--- src/rtl/mem_arbiter_2p_pkg.sv ---
// Shared types and helpers for the two-port memory arbiter.
package mem_arbiter_2p_pkg;

    typedef enum logic [1:0] {
        IDLE   = 2'd0,
        ACCESS = 2'd1,
        CLEAR  = 2'd2,
        DONE   = 2'd3
    } state_t;

    localparam logic RW_READ  = 1'b1;
    localparam logic RW_WRITE = 1'b0;

    // Winner of an arbitration round: 0 = port 0, 1 = port 1.
    function automatic logic pick_port(input logic rr_en, input logic req0,
                                       input logic req1, input logic last_gnt);
        if (req0 && req1 && rr_en)
            return ~last_gnt;
        return ~req0;
    endfunction

endpackage

--- src/rtl/mem_arbiter_2p.sv ---
// Two-port req/ack arbiter and sequencer for a 256x8 sync-write / comb-read
// memory macro, with a whole-memory clear sequence.
module mem_arbiter_2p
    import mem_arbiter_2p_pkg::*;
#(
    parameter int unsigned ADDR_W = 8,
    parameter int unsigned DATA_W = 8,
    parameter bit          RR_EN  = 1'b1
) (
    input  logic              clk,
    input  logic              rst,
    inout  wire               dvdd,
    inout  wire               dgnd,
    input  logic              clr_req,
    output logic              clr_ack,
    input  logic              req0,
    input  logic              req1,
    input  logic              we0,
    input  logic              we1,
    input  logic [ADDR_W-1:0] addr0,
    input  logic [ADDR_W-1:0] addr1,
    input  logic [DATA_W-1:0] wdata0,
    input  logic [DATA_W-1:0] wdata1,
    output logic              ack0,
    output logic              ack1,
    output logic [DATA_W-1:0] rdata0,
    output logic [DATA_W-1:0] rdata1,
    output logic              busy,
    output logic              mem_en,
    output logic              mem_rw,
    output logic [ADDR_W-1:0] mem_addr,
    output logic [DATA_W-1:0] mem_din,
    input  logic [DATA_W-1:0] mem_dout,
    output logic              mem_rstz
);

    // Supplies only pass through to the macro; nothing here consumes them.
    wire unused_supply = &{1'b0, dvdd, dgnd};

    state_t              state, state_nxt;
    logic                gnt_id, gnt_nxt;
    logic                last_gnt, last_gnt_nxt;
    logic                mem_en_nxt, mem_rw_nxt, mem_rstz_nxt;
    logic [ADDR_W-1:0]   mem_addr_nxt;
    logic [DATA_W-1:0]   mem_din_nxt;
    logic                ack0_nxt, ack1_nxt, clr_ack_nxt;
    logic [DATA_W-1:0]   rdata0_nxt, rdata1_nxt;

    // State and output registers
    always_ff @(posedge clk or posedge rst) begin
        if (rst) begin
            state    <= IDLE;
            busy     <= 1'b0;
            gnt_id   <= 1'b0;
            last_gnt <= 1'b1;
            mem_en   <= 1'b0;
            mem_rw   <= RW_READ;
            mem_rstz <= 1'b0;
            mem_addr <= '0;
            mem_din  <= '0;
            ack0     <= 1'b0;
            ack1     <= 1'b0;
            clr_ack  <= 1'b0;
            rdata0   <= '0;
            rdata1   <= '0;
        end else begin
            state    <= state_nxt;
            busy     <= (state_nxt != IDLE);
            gnt_id   <= gnt_nxt;
            last_gnt <= last_gnt_nxt;
            mem_en   <= mem_en_nxt;
            mem_rw   <= mem_rw_nxt;
            mem_rstz <= mem_rstz_nxt;
            mem_addr <= mem_addr_nxt;
            mem_din  <= mem_din_nxt;
            ack0     <= ack0_nxt;
            ack1     <= ack1_nxt;
            clr_ack  <= clr_ack_nxt;
            rdata0   <= rdata0_nxt;
            rdata1   <= rdata1_nxt;
        end
    end

    // Next-state and next-output logic
    always_comb begin
        state_nxt    = state;
        gnt_nxt      = gnt_id;
        last_gnt_nxt = last_gnt;
        mem_en_nxt   = mem_en;
        mem_rw_nxt   = mem_rw;
        mem_rstz_nxt = mem_rstz;
        mem_addr_nxt = mem_addr;
        mem_din_nxt  = mem_din;
        ack0_nxt     = ack0;
        ack1_nxt     = ack1;
        clr_ack_nxt  = clr_ack;
        rdata0_nxt   = rdata0;
        rdata1_nxt   = rdata1;

        case (state)
            IDLE: begin
                mem_en_nxt   = 1'b0;
                mem_rstz_nxt = 1'b1;
                if (clr_req) begin
                    mem_rstz_nxt = 1'b0;
                    state_nxt    = CLEAR;
                end else if (req0 || req1) begin
                    gnt_nxt    = pick_port(RR_EN, req0, req1, last_gnt);
                    mem_en_nxt = 1'b1;
                    if (gnt_nxt) begin
                        mem_rw_nxt   = we1 ? RW_WRITE : RW_READ;
                        mem_addr_nxt = addr1;
                        mem_din_nxt  = wdata1;
                    end else begin
                        mem_rw_nxt   = we0 ? RW_WRITE : RW_READ;
                        mem_addr_nxt = addr0;
                        mem_din_nxt  = wdata0;
                    end
                    state_nxt = ACCESS;
                end
            end
            ACCESS: begin
                // Macro read data is combinational; capture it at the closing edge.
                if (mem_rw == RW_READ) begin
                    if (gnt_id) rdata1_nxt = mem_dout;
                    else        rdata0_nxt = mem_dout;
                end
                mem_en_nxt   = 1'b0;
                mem_rw_nxt   = RW_READ;
                ack0_nxt     = ~gnt_id;
                ack1_nxt     = gnt_id;
                last_gnt_nxt = gnt_id;
                state_nxt    = DONE;
            end
            CLEAR: begin
                mem_rstz_nxt = 1'b1;
                clr_ack_nxt  = 1'b1;
                state_nxt    = DONE;
            end
            DONE: begin
                ack0_nxt    = 1'b0;
                ack1_nxt    = 1'b0;
                clr_ack_nxt = 1'b0;
                state_nxt   = IDLE;
            end
            default: state_nxt = IDLE;
        endcase
    end

endmodule

--- config.mk ---
export PLATFORM = sky130hd
export DESIGN_NAME = mem_arbiter_2p
export DESIGN_NICKNAME = d
export VERILOG_FILES = /design/src/rtl/mem_arbiter_2p_pkg.sv /design/src/rtl/mem_arbiter_2p.sv
export SDC_FILE = /design/constraint.sdc
export NUM_CORES = 1
export LEC_CHECK = 0
export CAP_MARGIN = 10
export CELL_PAD_IN_SITES_DETAIL_PLACEMENT = 0
export CELL_PAD_IN_SITES_GLOBAL_PLACEMENT = 2
export CORE_MARGIN = 1
export CORE_UTILIZATION = 25
export DETAILED_ROUTE_END_ITERATION = 6
export PLACE_DENSITY_LB_ADDON = 0.1
export REMOVE_ABC_BUFFERS = 1
export SLEW_MARGIN = 20
export SYNTH_ARGS = -nofsm -noshare
export SYNTH_HDL_FRONTEND = slang
export SYNTH_SLANG_ARGS = --single-unit
--- constraint.sdc ---
create_clock -name clk -period 2.2 [get_ports clk]
set_clock_uncertainty 0.1 [all_clocks]
set_input_delay 0.33 -clock clk [delete_from_list [all_inputs] [get_ports clk]]
set_output_delay 0.33 -clock clk [all_outputs]
set_load 0.02 [all_outputs]
==> out/results.txt <==
Layout filler cell count: 780
Count of buffers from port buffering: 85
Count of instances resized after the clock tree is built: 0
Type of the tightest min-delay check: input pin to async pin
Clock slew at the register clock pins of the worst setup and hold paths: 0.09 ns
Transition at the pin with the smallest max-transition slack: 0.523 ns
Vias after detailed routing: 1,420
Number of placement rows: 31
Final standard cell utilization of the core: 40.7%
Post-CTS Setup Repair Bufs: 0
CTS max path bufs: 2
Clock tree from TritonCTS: built
DR pass1 iterations: 3
Unrepaired setup endpoints after global routing: no
Static Leakage: 1.31 nW
Pin count of the biggest net entering global routing: 37
Overall die height: 89.0 um
Cell count after placement: 337
Maximum capacitance violations: 0
Minimum period implied by the final worst setup slack: 1.91 ns
Total Die Area: 0.00793 sq mm
Crit path buf inv count: 1
Total of hold buffers inserted after clock tree synthesis: 0
Drt via density: 4.12
Cell with the biggest individual delay on the critical path: sky130_fd_sc_hd__clkdlybuf4s50_1
Startpoint class of the critical path: flop
Number of global-route vias before repair: 1,431
Number of levels the H-tree was split into: 2
Average size of a mapped cell: 12.1 sq um
Timing-limited maximum frequency: 523 MHz
Number of synthesized register bits: 43
Boundary Pins: 88
Average routed wire per standard cell: 12.4 um
Worst-skew pair later-pin latency: 0.29 ns
Cells along the critical path: clkdlybuf4s50_1
Ratio of final minimum period to clock period: 86.9%
Number of antenna cells inserted: 0
Layout cell share with drive strength beyond 1: 15.4%
Number of sinks on the clock net: 43
Number of unconstrained endpoints: 2
Antenna violations before repair: 0
Commonest cells after routing, fill and taps aside: sky130_fd_sc_hd__clkdlybuf4s50_1, sky130_fd_sc_hd__dfrtp_1, sky130_fd_sc_hd__nand2_1
Leading cell type in the layout, fill and taps excluded: sky130_fd_sc_hd__clkdlybuf4s50_1
Detailed Route Iter0 Violations: 26
DRC errors left: 0
Peak supply drop: 0.423 mV
Core area: 0.00729 sq mm
Post-synthesis instance area: 0.00189 sq mm
Data arrival, critical path: 1.48 ns
Status: finished, final reports clean
Final Hold Vio Count: 0
Maximum cell stage delay along the critical path: 0.61 ns
Number of instances in the synthesized netlist: 156
CP Class: flop to output port
Sequential element share of the synthesized area: 56.9%
Count of final max-slew check failures: 0
CP Max Fanout: 4
Accumulated negative setup slack: 0 ns
Nets@finish: 298
Remaining Overflow, GRT: 0
Cell count of the worst reg-to-reg path: 4
HPWL reported at the end of detailed placement: 3210 um
Die W: 89.0 um
Routed wire length: 4290 um
Global-route track usage on met1: 16.0%
GP Congestion: 0.664
Global Route met3 Usage: 4.43%
Post-synthesis to final-layout area growth: 56.7%
First-pass GRT wire length: 7090 um
Total global-route track usage: 12.0%
Met2 track demand over resource in global routing: 18.5%
Worst path depth: 1
Crit path capture type: output port
Cell family contributing the most delay on the critical path: buffers and inverters
Number of buffers created by CTS: 5
Initial core utilization: 26.0%
Unique masters post-synth: 25
Antenna-violating nets left: 0
CTS root buf: sky130_fd_sc_hd__clkbuf_8
Worst slew margin: 65.1%
Total power per unit cell area: 1350 mW/mm^2
Crit path required time: 1.77 ns
Final non-filler cell total: 345
Total of warnings raised by yosys: 0
Number of setup violations in the final report: 0
Most Crowded Layer GR: met2
[cells in the mapped netlist]
library cell	count	area [sq um]
sky130_fd_sc_hd__o21ai_1	9	45.0
sky130_fd_sc_hd__o31a_1	1	8.76
sky130_fd_sc_hd__nor3_1	1	5.00
sky130_fd_sc_hd__o21ai_0	12	60.1
sky130_fd_sc_hd__mux2_2	16	180
sky130_fd_sc_hd__nand2b_1	1	6.26
sky130_fd_sc_hd__buf_1	1	3.75
sky130_fd_sc_hd__inv_1	6	22.5
sky130_fd_sc_hd__a21oi_1	4	20.0
sky130_fd_sc_hd__buf_6	3	33.8
sky130_fd_sc_hd__dfstp_2	2	52.6
sky130_fd_sc_hd__buf_12	1	20.0
sky130_fd_sc_hd__nand2b_2	1	8.76
sky130_fd_sc_hd__inv_2	1	3.75
sky130_fd_sc_hd__mux2i_1	18	180
sky130_fd_sc_hd__ha_1	4	50.1
sky130_fd_sc_hd__nand3_2	2	20.0
sky130_fd_sc_hd__buf_2	1	5.00
sky130_fd_sc_hd__nor2_1	6	22.5
sky130_fd_sc_hd__a21oi_2	1	8.76
sky130_fd_sc_hd__o21bai_4	1	18.8
sky130_fd_sc_hd__dfrtp_1	41	1030
sky130_fd_sc_hd__clkbuf_2	1	5.00
sky130_fd_sc_hd__nand2_1	21	78.8
sky130_fd_sc_hd__o21ai_2	1	8.76
[stage by stage]
| step | hold WS, ns | setup WS (ns) | power, mW | cell area, sq um |
|---|---|---|---|---|
| 2_1_floorplan | 0.371 | 0.541 | 2.49 | 1830 |
| 3_3_place_gp | 0.362 | 0.307 | 3.45 | 2860 |
| 3_5_place_dp | 0.375 | 0.296 | 3.46 | 2860 |
| 4_1_cts | 0.307 | 0.272 | 4.11 | 2970 |
| 5_1_grt | 0.342 | 0.209 | 4.34 | 2970 |
| 6_report | 0.284 | 0.288 | 4.02 | 2970 |
[registers in the layout, summed over array words and instances (netlist names)]
| signal | flops |
|---|---|
| mem_din | 8 |
| mem_en | 1 |
| clr_ack | 1 |
| gnt_id | 1 |
| ack1 | 1 |
| state | 2 |
| rdata1 | 8 |
| mem_rstz | 1 |
| rdata0 | 8 |
| mem_addr | 8 |
| last_gnt | 1 |
| ack0 | 1 |
| busy | 1 |
| mem_rw | 1 |
[metal layers]
layer,vias up,wire length (um),share of wire (%)
li1,703,-,-
met1,653,1910,45
met2,60,1970,46
met3,4,373,8.7
met4,0,39,0.91
met5,-,0,0
[kinds of logic after synthesis]
group / count (synthesis) / synth area share, %
muxes: 34 / 19.0
AOI/OAI and AO/OA: 29 / 8.98
adders and majority gates: 4 / 2.64
buffers and inverters: 14 / 4.95
and+or+nand+nor: 32 / 7.46
DFF: 43 / 56.9
[worst register-to-register path, cell delays in order, from the launching register on]
cell                      delay, ns
sky130_fd_sc_hd__dfrtp_1       0.43
sky130_fd_sc_hd__inv_1         0.09
sky130_fd_sc_hd__ha_1          0.36
sky130_fd_sc_hd__nand3_2       0.29
sky130_fd_sc_hd__mux2_2        0.35
[worst paths after layout]
check                      startpoint     endpoint  slack [ns]
setup / recovery               mem_rw       mem_rw        0.29
hold / removal                    rst   mem_din[2]        0.28
setup reg to reg             state[1]    rdata0[2]        0.47
hold reg to reg            mem_din[1]   mem_din[1]        0.38
max in group asynchronous         rst  mem_addr[2]        1.22
min in group clk           mem_din[1]   mem_din[1]        0.38
[power breakdown]
group	switching (mW)	internal [mW]
clock network	0.283	0.338
logic	0.989	1.03
registers	0.200	1.18
[final cells by class]
cell class	instances	area (sq um)	area share, %
clock buffer	5	68.8	2.32
clock inverter	3	43.8	1.47
inverter	7	26.3	0.885
multi-input combinational	99	722	24.3
sequential	43	1080	36.3
tap	99	124	4.17
timing repair buffer	89	906	30.5
Note: power is estimated with default switching activity, not from simulation.
